===== src/rtl/spd_info_frame_receiver_if.sv =====
// Byte-stream input and decoded-field output bundle of the SPD InfoFrame receiver.
// The master drives packet bytes; the slave, the receiver itself, publishes the fields.
interface spd_info_frame_receiver_if;
  logic         pkt_start;
  logic         byte_valid;
  logic [7:0]   byte_data;
  logic [63:0]  vendor_name;
  logic [127:0] product_description;
  logic [7:0]   source_device_information;
  logic         spd_valid;
  logic         spd_update;
  logic         checksum_error;
  logic         format_error;

  modport master (
    output pkt_start, byte_valid, byte_data,
    input  vendor_name, product_description, source_device_information,
    input  spd_valid, spd_update, checksum_error, format_error
  );

  modport slave (
    input  pkt_start, byte_valid, byte_data,
    output vendor_name, product_description, source_device_information,
    output spd_valid, spd_update, checksum_error, format_error
  );
endinterface


===== src/rtl/spd_info_frame_receiver.sv =====
// Recognises SPD InfoFrames in the decoded data-island byte stream, checks header and checksum,
// and publishes vendor, product and source-device fields atomically on each good frame.
module spd_info_frame_receiver #(
  parameter int         RESTORE_PAD    = 1,
  parameter logic [7:0] EXPECT_VERSION = 8'd1
) (
  input  logic                      clk_pixel,
  input  logic                      rst_n,
  spd_info_frame_receiver_if.slave  bus
);

  typedef enum logic [1:0] {IDLE, HEADER, BODY, DISCARD} state_t;

  state_t       state_q, state_d;
  logic [4:0]   idx_q, idx_d;
  logic [7:0]   sum_q, sum_d;
  logic [63:0]  vendorShadow_q, vendorShadow_d;
  logic [127:0] productShadow_q, productShadow_d;
  logic [7:0]   sdiShadow_q, sdiShadow_d;
  logic [63:0]  vendor_q, vendor_d;
  logic [127:0] product_q, product_d;
  logic [7:0]   sdi_q, sdi_d;
  logic         spdValid_q, spdValid_d;
  logic         spdUpdate_q, spdUpdate_d;
  logic         checksumError_q, checksumError_d;
  logic         formatError_q, formatError_d;
  logic [7:0]   padByte;

  assign padByte = ((RESTORE_PAD != 0) && (bus.byte_data == 8'h00)) ? 8'h30 : bus.byte_data;

  always_ff @(posedge clk_pixel or negedge rst_n) begin
    if (!rst_n) begin
      state_q         <= IDLE;
      idx_q           <= '0;
      sum_q           <= '0;
      vendorShadow_q  <= '0;
      productShadow_q <= '0;
      sdiShadow_q     <= '0;
      vendor_q        <= '0;
      product_q       <= '0;
      sdi_q           <= '0;
      spdValid_q      <= 1'b0;
      spdUpdate_q     <= 1'b0;
      checksumError_q <= 1'b0;
      formatError_q   <= 1'b0;
    end else begin
      state_q         <= state_d;
      idx_q           <= idx_d;
      sum_q           <= sum_d;
      vendorShadow_q  <= vendorShadow_d;
      productShadow_q <= productShadow_d;
      sdiShadow_q     <= sdiShadow_d;
      vendor_q        <= vendor_d;
      product_q       <= product_d;
      sdi_q           <= sdi_d;
      spdValid_q      <= spdValid_d;
      spdUpdate_q     <= spdUpdate_d;
      checksumError_q <= checksumError_d;
      formatError_q   <= formatError_d;
    end
  end

  always_comb begin
    state_d         = state_q;
    idx_d           = idx_q;
    sum_d           = sum_q;
    vendorShadow_d  = vendorShadow_q;
    productShadow_d = productShadow_q;
    sdiShadow_d     = sdiShadow_q;
    vendor_d        = vendor_q;
    product_d       = product_q;
    sdi_d           = sdi_q;
    spdValid_d      = spdValid_q;
    spdUpdate_d     = 1'b0;
    checksumError_d = 1'b0;
    formatError_d   = 1'b0;

    // A qualified pkt_start always restarts capture, silently dropping any frame in progress.
    if (bus.byte_valid && bus.pkt_start) begin
      idx_d   = 5'd1;
      sum_d   = bus.byte_data;
      state_d = (bus.byte_data == 8'h83) ? HEADER : DISCARD;
    end else if (bus.byte_valid) begin
      case (state_q)
        HEADER: begin
          idx_d = idx_q + 5'd1;
          sum_d = sum_q + bus.byte_data;
          if (idx_q == 5'd1) begin
            if (bus.byte_data != EXPECT_VERSION) begin
              formatError_d = 1'b1;
              state_d       = DISCARD;
            end
          end else if ((bus.byte_data[4:0] != 5'd25) || (bus.byte_data[7:5] != 3'd0)) begin
            formatError_d = 1'b1;
            state_d       = DISCARD;
          end else begin
            state_d = BODY;
          end
        end
        BODY: begin
          idx_d = idx_q + 5'd1;
          if (idx_q <= 5'd28) sum_d = sum_q + bus.byte_data;
          // PB1..PB8 sit at idx 4..11, PB9..PB24 at idx 12..27, PB25 at idx 28.
          for (int i = 0; i < 8; i++)
            if (idx_q == 5'(4 + i)) vendorShadow_d[63 - 8*i -: 8] = padByte;
          for (int i = 0; i < 16; i++)
            if (idx_q == 5'(12 + i)) productShadow_d[127 - 8*i -: 8] = padByte;
          if (idx_q == 5'd28) sdiShadow_d = bus.byte_data;
          if (idx_q == 5'd30) begin
            idx_d   = '0;
            state_d = IDLE;
            if (sum_q == 8'h00) begin
              vendor_d    = vendorShadow_q;
              product_d   = productShadow_q;
              sdi_d       = sdiShadow_q;
              spdValid_d  = 1'b1;
              spdUpdate_d = 1'b1;
            end else begin
              checksumError_d = 1'b1;
            end
          end
        end
        default: ;
      endcase
    end
  end

  assign bus.vendor_name               = vendor_q;
  assign bus.product_description       = product_q;
  assign bus.source_device_information = sdi_q;
  assign bus.spd_valid                 = spdValid_q;
  assign bus.spd_update                = spdUpdate_q;
  assign bus.checksum_error            = checksumError_q;
  assign bus.format_error              = formatError_q;

endmodule

===== src/flat_wrapper.sv =====
// flat-port wrapper written by rule: the top's interface ports become plain ports
module spd_info_frame_receiver_flat 
#(
  parameter int         RESTORE_PAD    = 1,
  parameter logic [7:0] EXPECT_VERSION = 8'd1
)
  (clk_pixel, rst_n, bus_pkt_start, bus_byte_valid, bus_byte_data, bus_vendor_name, bus_product_description, bus_source_device_information, bus_spd_valid, bus_spd_update, bus_checksum_error, bus_format_error);
  spd_info_frame_receiver_if bus_i ();
  input  logic clk_pixel;
  input  logic rst_n;
  input wire logic [$bits(bus_i.pkt_start)-1:0] bus_pkt_start;
  input wire logic [$bits(bus_i.byte_valid)-1:0] bus_byte_valid;
  input wire logic [$bits(bus_i.byte_data)-1:0] bus_byte_data;
  output wire logic [$bits(bus_i.vendor_name)-1:0] bus_vendor_name;
  output wire logic [$bits(bus_i.product_description)-1:0] bus_product_description;
  output wire logic [$bits(bus_i.source_device_information)-1:0] bus_source_device_information;
  output wire logic [$bits(bus_i.spd_valid)-1:0] bus_spd_valid;
  output wire logic [$bits(bus_i.spd_update)-1:0] bus_spd_update;
  output wire logic [$bits(bus_i.checksum_error)-1:0] bus_checksum_error;
  output wire logic [$bits(bus_i.format_error)-1:0] bus_format_error;
  assign bus_i.pkt_start = bus_pkt_start;
  assign bus_i.byte_valid = bus_byte_valid;
  assign bus_i.byte_data = bus_byte_data;
  assign bus_vendor_name = bus_i.vendor_name;
  assign bus_product_description = bus_i.product_description;
  assign bus_source_device_information = bus_i.source_device_information;
  assign bus_spd_valid = bus_i.spd_valid;
  assign bus_spd_update = bus_i.spd_update;
  assign bus_checksum_error = bus_i.checksum_error;
  assign bus_format_error = bus_i.format_error;
  spd_info_frame_receiver #(.RESTORE_PAD(RESTORE_PAD), .EXPECT_VERSION(EXPECT_VERSION)) u_core (.clk_pixel(clk_pixel), .rst_n(rst_n), .bus(bus_i));
endmodule

===== config.mk =====
export PLATFORM = sky130hd
export DESIGN_NAME = spd_info_frame_receiver_flat
export DESIGN_NICKNAME = d
export VERILOG_FILES = /design/src/rtl/spd_info_frame_receiver_if.sv /design/src/rtl/spd_info_frame_receiver.sv /design/src/flat_wrapper.sv
export SDC_FILE = /design/constraint.sdc
export NUM_CORES = 1
export LEC_CHECK = 0
export CAP_MARGIN = 20
export CORE_MARGIN = 3
export CORE_UTILIZATION = 29
export CTS_CLUSTER_SIZE = 14
export DETAILED_ROUTE_END_ITERATION = 10
export PLACE_DENSITY_LB_ADDON = 0.15
export SYNTH_ARGS = -nofsm -noshare
export SYNTH_HDL_FRONTEND = slang
export SYNTH_SLANG_ARGS = --single-unit

===== constraint.sdc =====
create_clock -name clk_pixel -period 5.5 [get_ports clk_pixel]
set_input_delay 1.1 -clock clk_pixel [delete_from_list [all_inputs] [get_ports clk_pixel]]
set_output_delay 1.1 -clock clk_pixel [all_outputs]
set_load 0.005 [all_outputs]

==> impl_metrics.xml, run 1 <==
<?xml version="1.0" encoding="UTF-8"?>
<metrics>
  <group name="timing">
    <metric name="timing_hold_violations_final" unit="">0</metric>
    <metric name="max-slew-margin-rel" unit="">0.361</metric>
    <metric name="final.period_utilization" unit="">0.653</metric>
    <metric name="smallest_setup_slack_after_layout" unit="ps">1910</metric>
    <metric name="timing.final.max_slew_violations" unit="">0</metric>
    <metric name="worst_clock_skew" unit="ps">16.0</metric>
    <metric name="finalSetupViolations" unit="">0</metric>
    <metric name="tns" unit="ps">0</metric>
    <metric name="timing_worst_slew_pin_value" unit="ps">956</metric>
    <metric name="rsz0062_at_grt" unit="">false</metric>
    <metric name="max_freq" unit="MHz">279</metric>
    <metric name="layout_min_cycle_time" unit="ps">3590</metric>
  </group>
  <group name="synthesis">
    <metric name="yosysMostFrequentCell" unit="">sky130_fd_sc_hd__dfrtp_1</metric>
    <metric name="synth.yosys.seq_area_share" unit="">0.611</metric>
    <metric name="mappedNetlistNets" unit="">1154</metric>
    <metric name="async_flop_share" unit="">1.00</metric>
    <metric name="ys_top_cells_by_count" unit="">sky130_fd_sc_hd__dfrtp_1 (419), sky130_fd_sc_hd__mux2_4 (178), sky130_fd_sc_hd__mux2_2 (165)</metric>
    <metric name="synthTopCellsByArea" unit="">sky130_fd_sc_hd__dfrtp_1 (61%), sky130_fd_sc_hd__mux2_4 (16%), sky130_fd_sc_hd__mux2_2 (11%), sky130_fd_sc_hd__o21ai_0 (1.9%), sky130_fd_sc_hd__nand2_1 (1.6%)</metric>
    <metric name="ys.warnings.count" unit="">0</metric>
    <metric name="synth_cell_types" unit="">50</metric>
    <metric name="synth_area_per_cell" unit="um2">15.2</metric>
    <metric name="post_synth_inst_count" unit="">1127</metric>
    <metric name="synth_largest_area_cell" unit="">sky130_fd_sc_hd__dfrtp_1</metric>
    <metric name="synth_top_area_frac" unit="">0.611</metric>
    <metric name="synth.cell_area" unit="mm2">0.0172</metric>
    <metric name="ys_seq_elements" unit="">419</metric>
    <metric name="postSynth.topFlopCell" unit="">sky130_fd_sc_hd__dfrtp_1</metric>
    <metric name="number_of_synthesized_flops_with_an_enable_pin" unit="">0</metric>
  </group>
  <group name="critical_path">
    <metric name="rr_worst_depth" unit="">6</metric>
    <metric name="worst-path-max-fanout" unit="">54</metric>
    <metric name="worstSetupPathType" unit="">in -&gt; reg</metric>
    <metric name="crit_arrival" unit="ps">4030</metric>
    <metric name="setup.worst_path.start_class" unit="">input pin</metric>
    <metric name="crit_required" unit="ps">5940</metric>
    <metric name="cp_capture_type" unit="">register</metric>
  </group>
  <group name="hold_path">
    <metric name="hold_depth" unit="">1</metric>
    <metric name="hold_path_class" unit="">reg -&gt; reg</metric>
  </group>
  <group name="finish">
    <metric name="area_delta_synth_final" unit="%">25.2</metric>
    <metric name="final-seq-area" unit="mm2">0.0105</metric>
    <metric name="fillerInstances" unit="">5578</metric>
    <metric name="area_occupied_by_multi_input_gates" unit="mm2">0.00620</metric>
    <metric name="design.final.nets" unit="">1363</metric>
    <metric name="final_layout_size_suffix_gt1_frac" unit="">0.328</metric>
  </group>
  <group name="grt">
    <metric name="grt_remaining_overflow" unit="">0</metric>
    <metric name="grt_pass1_wl" unit="mm">66.6</metric>
    <metric name="antenna_found_initial" unit="">1</metric>
    <metric name="grt_start_max_net_pins" unit="">131</metric>
    <metric name="number_of_global_route_vias_before_repair" unit="">10000</metric>
    <metric name="gr-usage-all-layers" unit="">0.139</metric>
  </group>
  <group name="floorplan">
    <metric name="boundaryPins" unit="">216</metric>
    <metric name="placement_rows" unit="">88</metric>
    <metric name="fp.dieW" unit="um">249</metric>
    <metric name="dieHeight" unit="um">249</metric>
    <metric name="die_area" unit="mm2">0.0621</metric>
    <metric name="core_area" unit="mm2">0.0581</metric>
    <metric name="initial_core_util" unit="">0.295</metric>
  </group>
  <group name="power">
    <metric name="power_frac_comb" unit="">0.050</metric>
    <metric name="pwr-share-seq" unit="">0.484</metric>
    <metric name="clock_power_share" unit="">0.466</metric>
    <metric name="irDropWorstVdd" unit="uV">220</metric>
    <metric name="power_per_cell_area" unit="mW/mm2">302</metric>
    <metric name="cellLeakagePower" unit="nW">10.7</metric>
    <metric name="internal_power" unit="mW">4.97</metric>
    <metric name="p_sw" unit="mW">1.51</metric>
    <metric name="power.switching_fraction" unit="">0.233</metric>
  </group>
  <group name="cts">
    <metric name="tritoncts" unit="">done</metric>
    <metric name="clkLatencyLatePin" unit="ps">560</metric>
    <metric name="cts_resized" unit="">0</metric>
    <metric name="clock_tree.buffer_depth" unit="">3</metric>
    <metric name="clk_sink_count" unit="">419</metric>
    <metric name="htree_num_levels" unit="">2</metric>
    <metric name="ctsHoldBuffers" unit="">0</metric>
    <metric name="cts_post_setup_buffers_inserted" unit="">0</metric>
    <metric name="tritoncts_buffers" unit="">48</metric>
    <metric name="clockRootBuffer" unit="">sky130_fd_sc_hd__clkbuf_16</metric>
    <metric name="cts.clk_slew.worst_paths" unit="ps">60</metric>
  </group>
  <group name="drt">
    <metric name="detailedRoute.firstPassIterationCount" unit="">4</metric>
    <metric name="routed_wire_length_per_instance" unit="um">20.2</metric>
    <metric name="drc_errors" unit="">0</metric>
    <metric name="drt_first_iter_violations" unit="">471</metric>
    <metric name="antenna_violating_nets_post_route" unit="">0</metric>
    <metric name="route.detailed.vias_per_inst" unit="">4.46</metric>
    <metric name="routed_wirelength" unit="mm">43.2</metric>
    <metric name="dr_total_vias" unit="">9525</metric>
  </group>
  <group name="placement">
    <metric name="port_buffers" unit="">215</metric>
    <metric name="gp_congestion" unit="">0.740</metric>
    <metric name="placement.setup.worst_slack" unit="ps">1350</metric>
    <metric name="dp.final_hpwl" unit="mm">26.7</metric>
  </group>
  <group name="status">
    <metric name="run_status" unit="">complete, no violations</metric>
  </group>
  <group name="run">
    <metric name="timing.max_cap.violations" unit="">0</metric>
  </group>
</metrics>
## power by group through the flow
stage	Clock (mW)	Combinational [mW]	Sequential [mW]
2_1_floorplan	0	0.180	3.18
3_3_place_gp	0	0.323	3.19
3_5_place_dp	0	0.333	3.19
4_1_cts	3.15	0.334	3.14
5_1_grt	3.28	0.368	3.14
6_report	3.02	0.324	3.14
## registers in the layout (all words and copies together) (netlist names), 2 cells and up
name and cells:
u_core.bus.source_device_information 8, u_core.idx_q 5, u_core.vendorShadow_q 64, u_core.bus.product_description 128, u_core.productShadow_q 128, u_core.bus.vendor_name 64
u_core.sdiShadow_q 8, u_core.state_q 2, u_core.sum_q 8
## routing by layer
metal / vias to the layer above / part of all wire / GRT usage
li1: 4362 / - / -
met3: 66 / 0.044 / 0.0306
met4: 0 / 0.029 / 0.0469
met2: 175 / 0.45 / 0.216
met5: - / 0 / 0
met1: 4922 / 0.47 / 0.192
## cells by family after synthesis
group / count (synthesis) / share of synthesized area
fa+ha+maj: 15 / 0.0114
flops: 419 / 0.611
buf+inv: 86 / 0.0292
mux: 350 / 0.268
compound gates: 102 / 0.0337
simple gates: 152 / 0.0449
xor+xnor: 3 / 0.00153
## cells in the final DEF, fill, tap and decap left out, drive strengths merged, types with 5 or more instances in the layout
master	n
dfrtp	419
mux2	343
clkdlybuf4s50	209
nand2	72
clkbuf	66
o21ai	64
buf	22
nor2	21
a21oi	16
inv	14
ha	14
clkinv	13
nand4b	8
mux2i	7
nand4	7
nand3	7
and2	7
nor2b	6
or4	5
## metrics by stage
stage	utilization	total power, mW	std cells	instance area [um2]	hold WS, ps
after floorplan	-	3.36	1127	17200	450
after global placement	0.344	3.52	2051	20000	456
after detailed placement	0.344	3.53	2051	20000	465
after CTS	0.369	6.62	2134	21500	481
after global routing	0.369	6.79	2134	21500	494
final	0.370	6.48	2135	21500	473
## area by class of cell
cell class                      instances  area share
Antenna cell                            1    0.000116
Clock buffer                           66      0.0628
Clock inverter                         17     0.00582
Inverter                               14     0.00245
Multi-Input combinational cell        622       0.288
Sequential cell                       419       0.488
Tap cell                              765      0.0446
Timing Repair Buffer                  231       0.108
## worst max-delay path: stages
cell and delay [ps]:
sky130_fd_sc_hd__clkdlybuf4s50_1 580, sky130_fd_sc_hd__and3b_1 680, sky130_fd_sc_hd__nand3_4 690, sky130_fd_sc_hd__buf_12 460, sky130_fd_sc_hd__mux2_4 370
## final timing paths
check | to | slack [ps] | from
max in group asynchronous | u_core.productShadow_q[7] | 3670 | rst_n
hold reg to reg | u_core.bus.spd_valid | 470 | u_core.bus.spd_valid
min in group asynchronous | u_core.bus.vendor_name[17] | 580 | rst_n
setup / recovery | u_core.bus.vendor_name[46] | 1910 | bus_byte_valid
hold / removal | u_core.bus.spd_valid | 470 | u_core.bus.spd_valid
setup reg to reg | u_core.bus.vendor_name[46] | 2320 | u_core.state_q[0]
Note: power is estimated with default switching activity, not from simulation.
==> inputs of run 2 (changes only) <==
==> constraint.sdc (replaced) <==
create_clock -name clk_pixel -period 2.9 [get_ports clk_pixel]
set_input_delay 0.58 -clock clk_pixel [delete_from_list [all_inputs] [get_ports clk_pixel]]
set_output_delay 0.58 -clock clk_pixel [all_outputs]
set_load 0.005 [all_outputs]
==> impl_metrics.xml, run 2 (synthesis results as in run 1) <==
<?xml version="1.0" encoding="UTF-8"?>
<metrics>
  <group name="cts">
    <metric name="cts.clk_slew.worst_paths" unit="ps">60</metric>
    <metric name="clockRootBuffer" unit="">sky130_fd_sc_hd__clkbuf_16</metric>
    <metric name="clock_tree.buffer_depth" unit="">3</metric>
    <metric name="tritoncts_buffers" unit="">49</metric>
    <metric name="clkLatencyLatePin" unit="ps">580</metric>
    <metric name="cts_post_setup_buffers_inserted" unit="">0</metric>
    <metric name="htree_num_levels" unit="">2</metric>
    <metric name="tritoncts" unit="">done</metric>
    <metric name="clk_sink_count" unit="">419</metric>
  </group>
  <group name="placement">
    <metric name="port_buffers" unit="">215</metric>
    <metric name="postPlaceCellArea" unit="mm2">0.0205</metric>
    <metric name="gp_congestion" unit="">0.732</metric>
    <metric name="dp.final_hpwl" unit="mm">28.8</metric>
  </group>
  <group name="hold_path">
    <metric name="hold_path_class" unit="">in -&gt; reg</metric>
  </group>
  <group name="finish">
    <metric name="most-common-layout-cells" unit="">sky130_fd_sc_hd__dfrtp_1 (419), sky130_fd_sc_hd__clkdlybuf4s50_1 (209), sky130_fd_sc_hd__mux2_4 (178)</metric>
    <metric name="design.final.nets" unit="">1415</metric>
    <metric name="final-seq-area" unit="mm2">0.0105</metric>
    <metric name="final_layout_size_suffix_gt1_frac" unit="">0.359</metric>
    <metric name="most_common_library_cell_in_the_layout_ignoring_fill_and_taps" unit="">sky130_fd_sc_hd__dfrtp_1</metric>
    <metric name="design_area" unit="mm2">0.0223</metric>
    <metric name="area_delta_synth_final" unit="%">29.9</metric>
    <metric name="area_occupied_by_multi_input_gates" unit="mm2">0.00620</metric>
    <metric name="fillerInstances" unit="">5581</metric>
  </group>
  <group name="grt">
    <metric name="grt_start_max_net_pins" unit="">87</metric>
    <metric name="number_of_global_route_vias_before_repair" unit="">10500</metric>
    <metric name="antenna_found_initial" unit="">3</metric>
    <metric name="grt_pass1_wl" unit="mm">68.2</metric>
    <metric name="grt_remaining_overflow" unit="">0</metric>
    <metric name="gr-usage-all-layers" unit="">0.142</metric>
  </group>
  <group name="power">
    <metric name="cellLeakagePower" unit="nW">11.1</metric>
    <metric name="irDropWorstVdd" unit="uV">409</metric>
    <metric name="power_per_cell_area" unit="mW/mm2">599</metric>
  </group>
  <group name="timing">
    <metric name="max_freq" unit="MHz">423</metric>
    <metric name="timing_hold_violations_final" unit="">0</metric>
    <metric name="worst_clock_skew" unit="ps">20.8</metric>
    <metric name="finalSetupViolations" unit="">0</metric>
    <metric name="max-slew-margin-rel" unit="">0.436</metric>
    <metric name="rsz0062_at_grt" unit="">false</metric>
    <metric name="timing.final.max_slew_violations" unit="">0</metric>
    <metric name="timing_worst_slew_pin_value" unit="ps">844</metric>
    <metric name="final.period_utilization" unit="">0.814</metric>
    <metric name="tns" unit="ps">0</metric>
    <metric name="layout_min_cycle_time" unit="ps">2360</metric>
  </group>
  <group name="floorplan">
    <metric name="initial_core_util" unit="">0.295</metric>
    <metric name="fp.dieW" unit="um">249</metric>
    <metric name="core_area" unit="mm2">0.0581</metric>
    <metric name="placement_rows" unit="">88</metric>
    <metric name="die_area" unit="mm2">0.0621</metric>
    <metric name="dieHeight" unit="um">249</metric>
    <metric name="boundaryPins" unit="">216</metric>
  </group>
  <group name="critical_path">
    <metric name="crit_required" unit="ps">3340</metric>
    <metric name="setup.worst_path.start_class" unit="">register</metric>
    <metric name="crit_arrival" unit="ps">2800</metric>
    <metric name="cp_slowest_cell" unit="">sky130_fd_sc_hd__dfrtp_1</metric>
    <metric name="cp_cell_sequence" unit="">inv_1 -&gt; ha_1 -&gt; and4_1 -&gt; nand3_4 -&gt; buf_12 -&gt; buf_12 -&gt; mux2_4</metric>
    <metric name="cp_common_cell" unit="">sky130_fd_sc_hd__buf_12</metric>
    <metric name="cp_capture_type" unit="">register</metric>
    <metric name="worstSetupPathType" unit="">reg -&gt; reg</metric>
    <metric name="worst-path-max-fanout" unit="">25</metric>
    <metric name="cp_slowest_stage_delay" unit="ps">430</metric>
  </group>
  <group name="drt">
    <metric name="antenna_violating_nets_post_route" unit="">0</metric>
    <metric name="dr_total_vias" unit="">9803</metric>
    <metric name="drt_first_iter_violations" unit="">444</metric>
    <metric name="detailedRoute.firstPassIterationCount" unit="">4</metric>
    <metric name="route.detailed.vias_per_inst" unit="">4.47</metric>
    <metric name="routed_wire_length_per_instance" unit="um">20.1</metric>
    <metric name="drc_errors" unit="">0</metric>
    <metric name="routed_wirelength" unit="mm">44.1</metric>
  </group>
  <group name="run">
    <metric name="timing.max_cap.violations" unit="">0</metric>
  </group>
  <group name="status">
    <metric name="run_status" unit="">complete, no violations</metric>
  </group>
</metrics>
## run 2: power breakdown
group | total, mW | internal (mW) | leakage, nW | switching [mW]
clock | 6.76 | 4.28 | 0.880 | 2.48
combinational | 0.639 | 0.221 | 4.41 | 0.418
sequential | 5.95 | 5.90 | 5.82 | 0.0506
total | 13.4 | 10.4 | 11.1 | 2.94
## run 2: timing repair
action,in CTS,in global routing
gates resized for setup,0,0
hold endpoints to repair,35,0
hold buffers,1,0
endpoints found under the setup margin,0,0
## run 2: final timing paths
check	start	endpoint	slack, ps	depth (start not counted)
setup / recovery	u_core.idx_q[0]	u_core.bus.product_description[13]	540	7
hold / removal	bus_byte_data[0]	u_core.sum_q[0]	450	4
min in group asynchronous	rst_n	u_core.vendorShadow_q[18]	490	2
max in group asynchronous	rst_n	u_core.productShadow_q[65]	1390	4
hold reg to reg	u_core.productShadow_q[85]	u_core.productShadow_q[85]	480	2
setup reg to reg	u_core.idx_q[0]	u_core.bus.product_description[13]	540	7
## run 2: critical path: cells and delay by family, from the launching register on
family / cells / cell delay [ps]
adder cells (fa/ha/maj): 1 / 410
flip-flops: 1 / 430
AND/OR/NAND/NOR: 2 / 500
multiplexers: 1 / 310
buffers and inverters: 3 / 560
## run 2: final cells by class
type,instances,area share
sequential,419,0.470
multi-input combinational,622,0.278
timing repair buffer,282,0.126
clock buffer,65,0.0631
tap,765,0.0429
clock inverter,24,0.0171
inverter,14,0.00236
antenna,4,0.000449
## run 2: per-stage QoR
stage	power, mW	instances	hold slack (ps)	setup slack (ps)	utilization
finish	13.4	2195	446	538	0.383
global route	13.9	2191	468	412	0.383
CTS	13.6	2191	401	541	0.383
detailed placement	6.71	2101	470	147	0.352
global placement	6.70	2101	462	209	0.352
floorplan	6.38	1127	284	602	-
## run 2: per-layer routing
layer / GRT usage / wire (um) / vias to the layer above
li1: - / - / 4493
met1: 0.191 / 20300 / 5079
met2: 0.231 / 20900 / 171
met3: 0.0327 / 2090 / 58
met4: 0.0380 / 833 / 2
met5: 0 / 7 / -
==> inputs of run 3 (changes only) <==
==> constraint.sdc (replaced) <==
create_clock -name clk_pixel -period 2.4 [get_ports clk_pixel]
set_input_delay 0.48 -clock clk_pixel [delete_from_list [all_inputs] [get_ports clk_pixel]]
set_output_delay 0.48 -clock clk_pixel [all_outputs]
set_load 0.005 [all_outputs]
==> impl_metrics.xml, run 3 (synthesis results as in run 1) <==
<?xml version="1.0" encoding="UTF-8"?>
<metrics>
  <group name="floorplan">
    <metric name="boundaryPins" unit="">216</metric>
    <metric name="initial_core_util" unit="">0.295</metric>
    <metric name="fp.dieW" unit="um">249</metric>
    <metric name="dieHeight" unit="um">249</metric>
    <metric name="core_area" unit="mm2">0.0581</metric>
    <metric name="placement_rows" unit="">88</metric>
    <metric name="die_area" unit="mm2">0.0621</metric>
  </group>
  <group name="critical_path">
    <metric name="rr_worst_depth" unit="">6</metric>
    <metric name="cp_cell_sequence" unit="">or4_1 -&gt; nor2_2 -&gt; nand3_4 -&gt; buf_12 -&gt; buf_12 -&gt; mux2_4</metric>
    <metric name="worstSetupPathType" unit="">reg -&gt; reg</metric>
    <metric name="regToRegEndpoint" unit="">u_core.bus.product_description[29]</metric>
    <metric name="crit_required" unit="ps">2850</metric>
    <metric name="cp_slowest_stage_delay" unit="ps">580</metric>
    <metric name="worst-path-max-fanout" unit="">18</metric>
    <metric name="crit_arrival" unit="ps">2670</metric>
    <metric name="timing.reg2reg.setup_slack" unit="ps">180</metric>
    <metric name="cp_capture_type" unit="">register</metric>
    <metric name="cp_common_cell" unit="">sky130_fd_sc_hd__buf_12</metric>
    <metric name="reg2reg_from" unit="">u_core.sum_q[1]</metric>
    <metric name="setup.worst_path.start_class" unit="">register</metric>
    <metric name="cp_slowest_cell" unit="">sky130_fd_sc_hd__or4_1</metric>
  </group>
  <group name="placement">
    <metric name="dp.final_hpwl" unit="mm">30.2</metric>
    <metric name="placement.setup.worst_slack" unit="ps">-142</metric>
    <metric name="port_buffers" unit="">215</metric>
    <metric name="gp_congestion" unit="">0.759</metric>
  </group>
  <group name="timing">
    <metric name="worst_clock_skew" unit="ps">16.3</metric>
    <metric name="tns" unit="ps">0</metric>
    <metric name="smallest_setup_slack_after_layout" unit="ps">177</metric>
    <metric name="layout_min_cycle_time" unit="ps">2220</metric>
    <metric name="timing_hold_violations_final" unit="">0</metric>
    <metric name="final.period_utilization" unit="">0.926</metric>
    <metric name="max_freq" unit="MHz">450</metric>
    <metric name="timing.final.max_slew_violations" unit="">0</metric>
    <metric name="max-slew-margin-rel" unit="">0.474</metric>
    <metric name="finalSetupViolations" unit="">0</metric>
    <metric name="timing_worst_slew_pin_value" unit="ps">787</metric>
    <metric name="rsz0062_at_grt" unit="">false</metric>
  </group>
  <group name="status">
    <metric name="run_status" unit="">complete, no violations</metric>
  </group>
  <group name="hold_path">
    <metric name="hold_path_startpoint" unit="">bus_byte_data[0]</metric>
    <metric name="timing.hold.worst_endpoint" unit="">u_core.sum_q[0]</metric>
    <metric name="hold_path_class" unit="">in -&gt; reg</metric>
    <metric name="hold_depth" unit="">4</metric>
  </group>
  <group name="drt">
    <metric name="antenna_violating_nets_post_route" unit="">0</metric>
    <metric name="routed_wire_length_per_instance" unit="um">19.9</metric>
    <metric name="detailedRoute.firstPassIterationCount" unit="">6</metric>
    <metric name="drc_errors" unit="">0</metric>
    <metric name="route.detailed.vias_per_inst" unit="">4.41</metric>
    <metric name="dr_total_vias" unit="">9900</metric>
    <metric name="routed_wirelength" unit="mm">44.7</metric>
    <metric name="drt_first_iter_violations" unit="">448</metric>
  </group>
  <group name="grt">
    <metric name="grt_pass1_wl" unit="mm">70.2</metric>
    <metric name="grt_remaining_overflow" unit="">0</metric>
    <metric name="number_of_global_route_vias_before_repair" unit="">10900</metric>
    <metric name="gr-usage-all-layers" unit="">0.145</metric>
    <metric name="grt_start_max_net_pins" unit="">54</metric>
    <metric name="antenna_found_initial" unit="">5</metric>
  </group>
  <group name="run">
    <metric name="timing.max_cap.violations" unit="">0</metric>
  </group>
  <group name="finish">
    <metric name="most_common_library_cell_in_the_layout_ignoring_fill_and_taps" unit="">sky130_fd_sc_hd__dfrtp_1</metric>
    <metric name="most-common-layout-cells" unit="">sky130_fd_sc_hd__dfrtp_1 (419), sky130_fd_sc_hd__clkdlybuf4s50_1 (209), sky130_fd_sc_hd__mux2_4 (178)</metric>
    <metric name="design.final.nets" unit="">1463</metric>
    <metric name="fillerInstances" unit="">5479</metric>
    <metric name="final_layout_size_suffix_gt1_frac" unit="">0.374</metric>
    <metric name="area_delta_synth_final" unit="%">33.5</metric>
  </group>
  <group name="power">
    <metric name="cellLeakagePower" unit="nW">11.4</metric>
    <metric name="power_per_cell_area" unit="mW/mm2">690</metric>
    <metric name="irDropWorstVdd" unit="uV">448</metric>
  </group>
  <group name="cts">
    <metric name="htree_num_levels" unit="">2</metric>
    <metric name="tritoncts_buffers" unit="">48</metric>
    <metric name="cts_post_setup_buffers_inserted" unit="">0</metric>
    <metric name="clk_sink_count" unit="">419</metric>
    <metric name="clkLatencyLatePin" unit="ps">570</metric>
    <metric name="clock_tree.buffer_depth" unit="">3</metric>
    <metric name="clockRootBuffer" unit="">sky130_fd_sc_hd__clkbuf_16</metric>
    <metric name="cts.clk_slew.worst_paths" unit="ps">60</metric>
    <metric name="tritoncts" unit="">done</metric>
  </group>
</metrics>
## run 3: cell types whose count changed in the layout (fill, tap and decap cells not counted), sizes merged
cell      previous run  this run
clkinv              10         6
clkinvlp             3         1
inv                 15        16
buf                 72       121
clkbuf              65        72
bufinv              10         7
## run 3: worst max-delay path by stage
stage                                              end  slack, ps              start
global placement           u_core.productShadow_q[100]        -80   bus_byte_data[4]
detailed placement          u_core.productShadow_q[52]       -140   bus_byte_data[4]
global route                u_core.productShadow_q[52]         70  u_core.state_q[0]
finish              u_core.bus.product_description[29]        180    u_core.sum_q[1]
CTS                  u_core.bus.product_description[9]         40    u_core.sum_q[1]
floorplan                              u_core.sum_q[6]        200   bus_byte_data[1]
## run 3: worst max-delay path: cells and delay by family (launching register included)
family                 cells  cell delay (ps)
buffers and inverters      2              380
flip-flops                 1              420
AND/OR/NAND/NOR            3              960
multiplexers               1              300
## run 3: per-stage QoR
step | util | total power [mW] | area, um2 | hold slack, ps | cells
2_1_floorplan | - | 7.71 | 17200 | 184 | 1127
3_3_place_gp | 0.365 | 8.18 | 21200 | 421 | 2150
3_5_place_dp | 0.365 | 8.19 | 21200 | 426 | 2150
4_1_cts | 0.394 | 16.1 | 22900 | 313 | 2239
5_1_grt | 0.394 | 16.5 | 22900 | 376 | 2239
6_report | 0.394 | 15.8 | 22900 | 345 | 2243
## run 3: report_power, final
| part | internal, mW | leakage [nW] | switching, mW |
|---|---|---|---|
| registers | 7.13 | 5.82 | 0.0643 |
| logic | 0.332 | 4.79 | 0.527 |
| clock network | 4.81 | 0.823 | 2.94 |
| total | 12.3 | 11.4 | 3.53 |
## run 3: what timing repair did
action	CTS	global route
endpoints found under the hold margin	37	0
resized for setup	0	1
endpoints found under the setup margin	0	2
hold buffers	1	0
## run 3: layout make-up
type                       count  area [um2]  share of cell area
clock inverter                16         269              0.0117
sequential                   419       10500               0.458
clock buffer                  72        1410              0.0617
multi-input combinational    622        6200               0.271
antenna                        4        10.0            0.000437
timing repair buffer         331        3520               0.154
tap                          765         957              0.0418
inverter                      14        52.6             0.00229
## run 3: layer usage
layer,wire length [um],share of wire,GRT usage,up-vias
li1,-,-,-,4584
met3,2090,0.047,0.0286,59
met2,20900,0.47,0.234,187
met4,845,0.019,0.0376,0
met5,0,0,0,-
met1,20800,0.47,0.200,5070
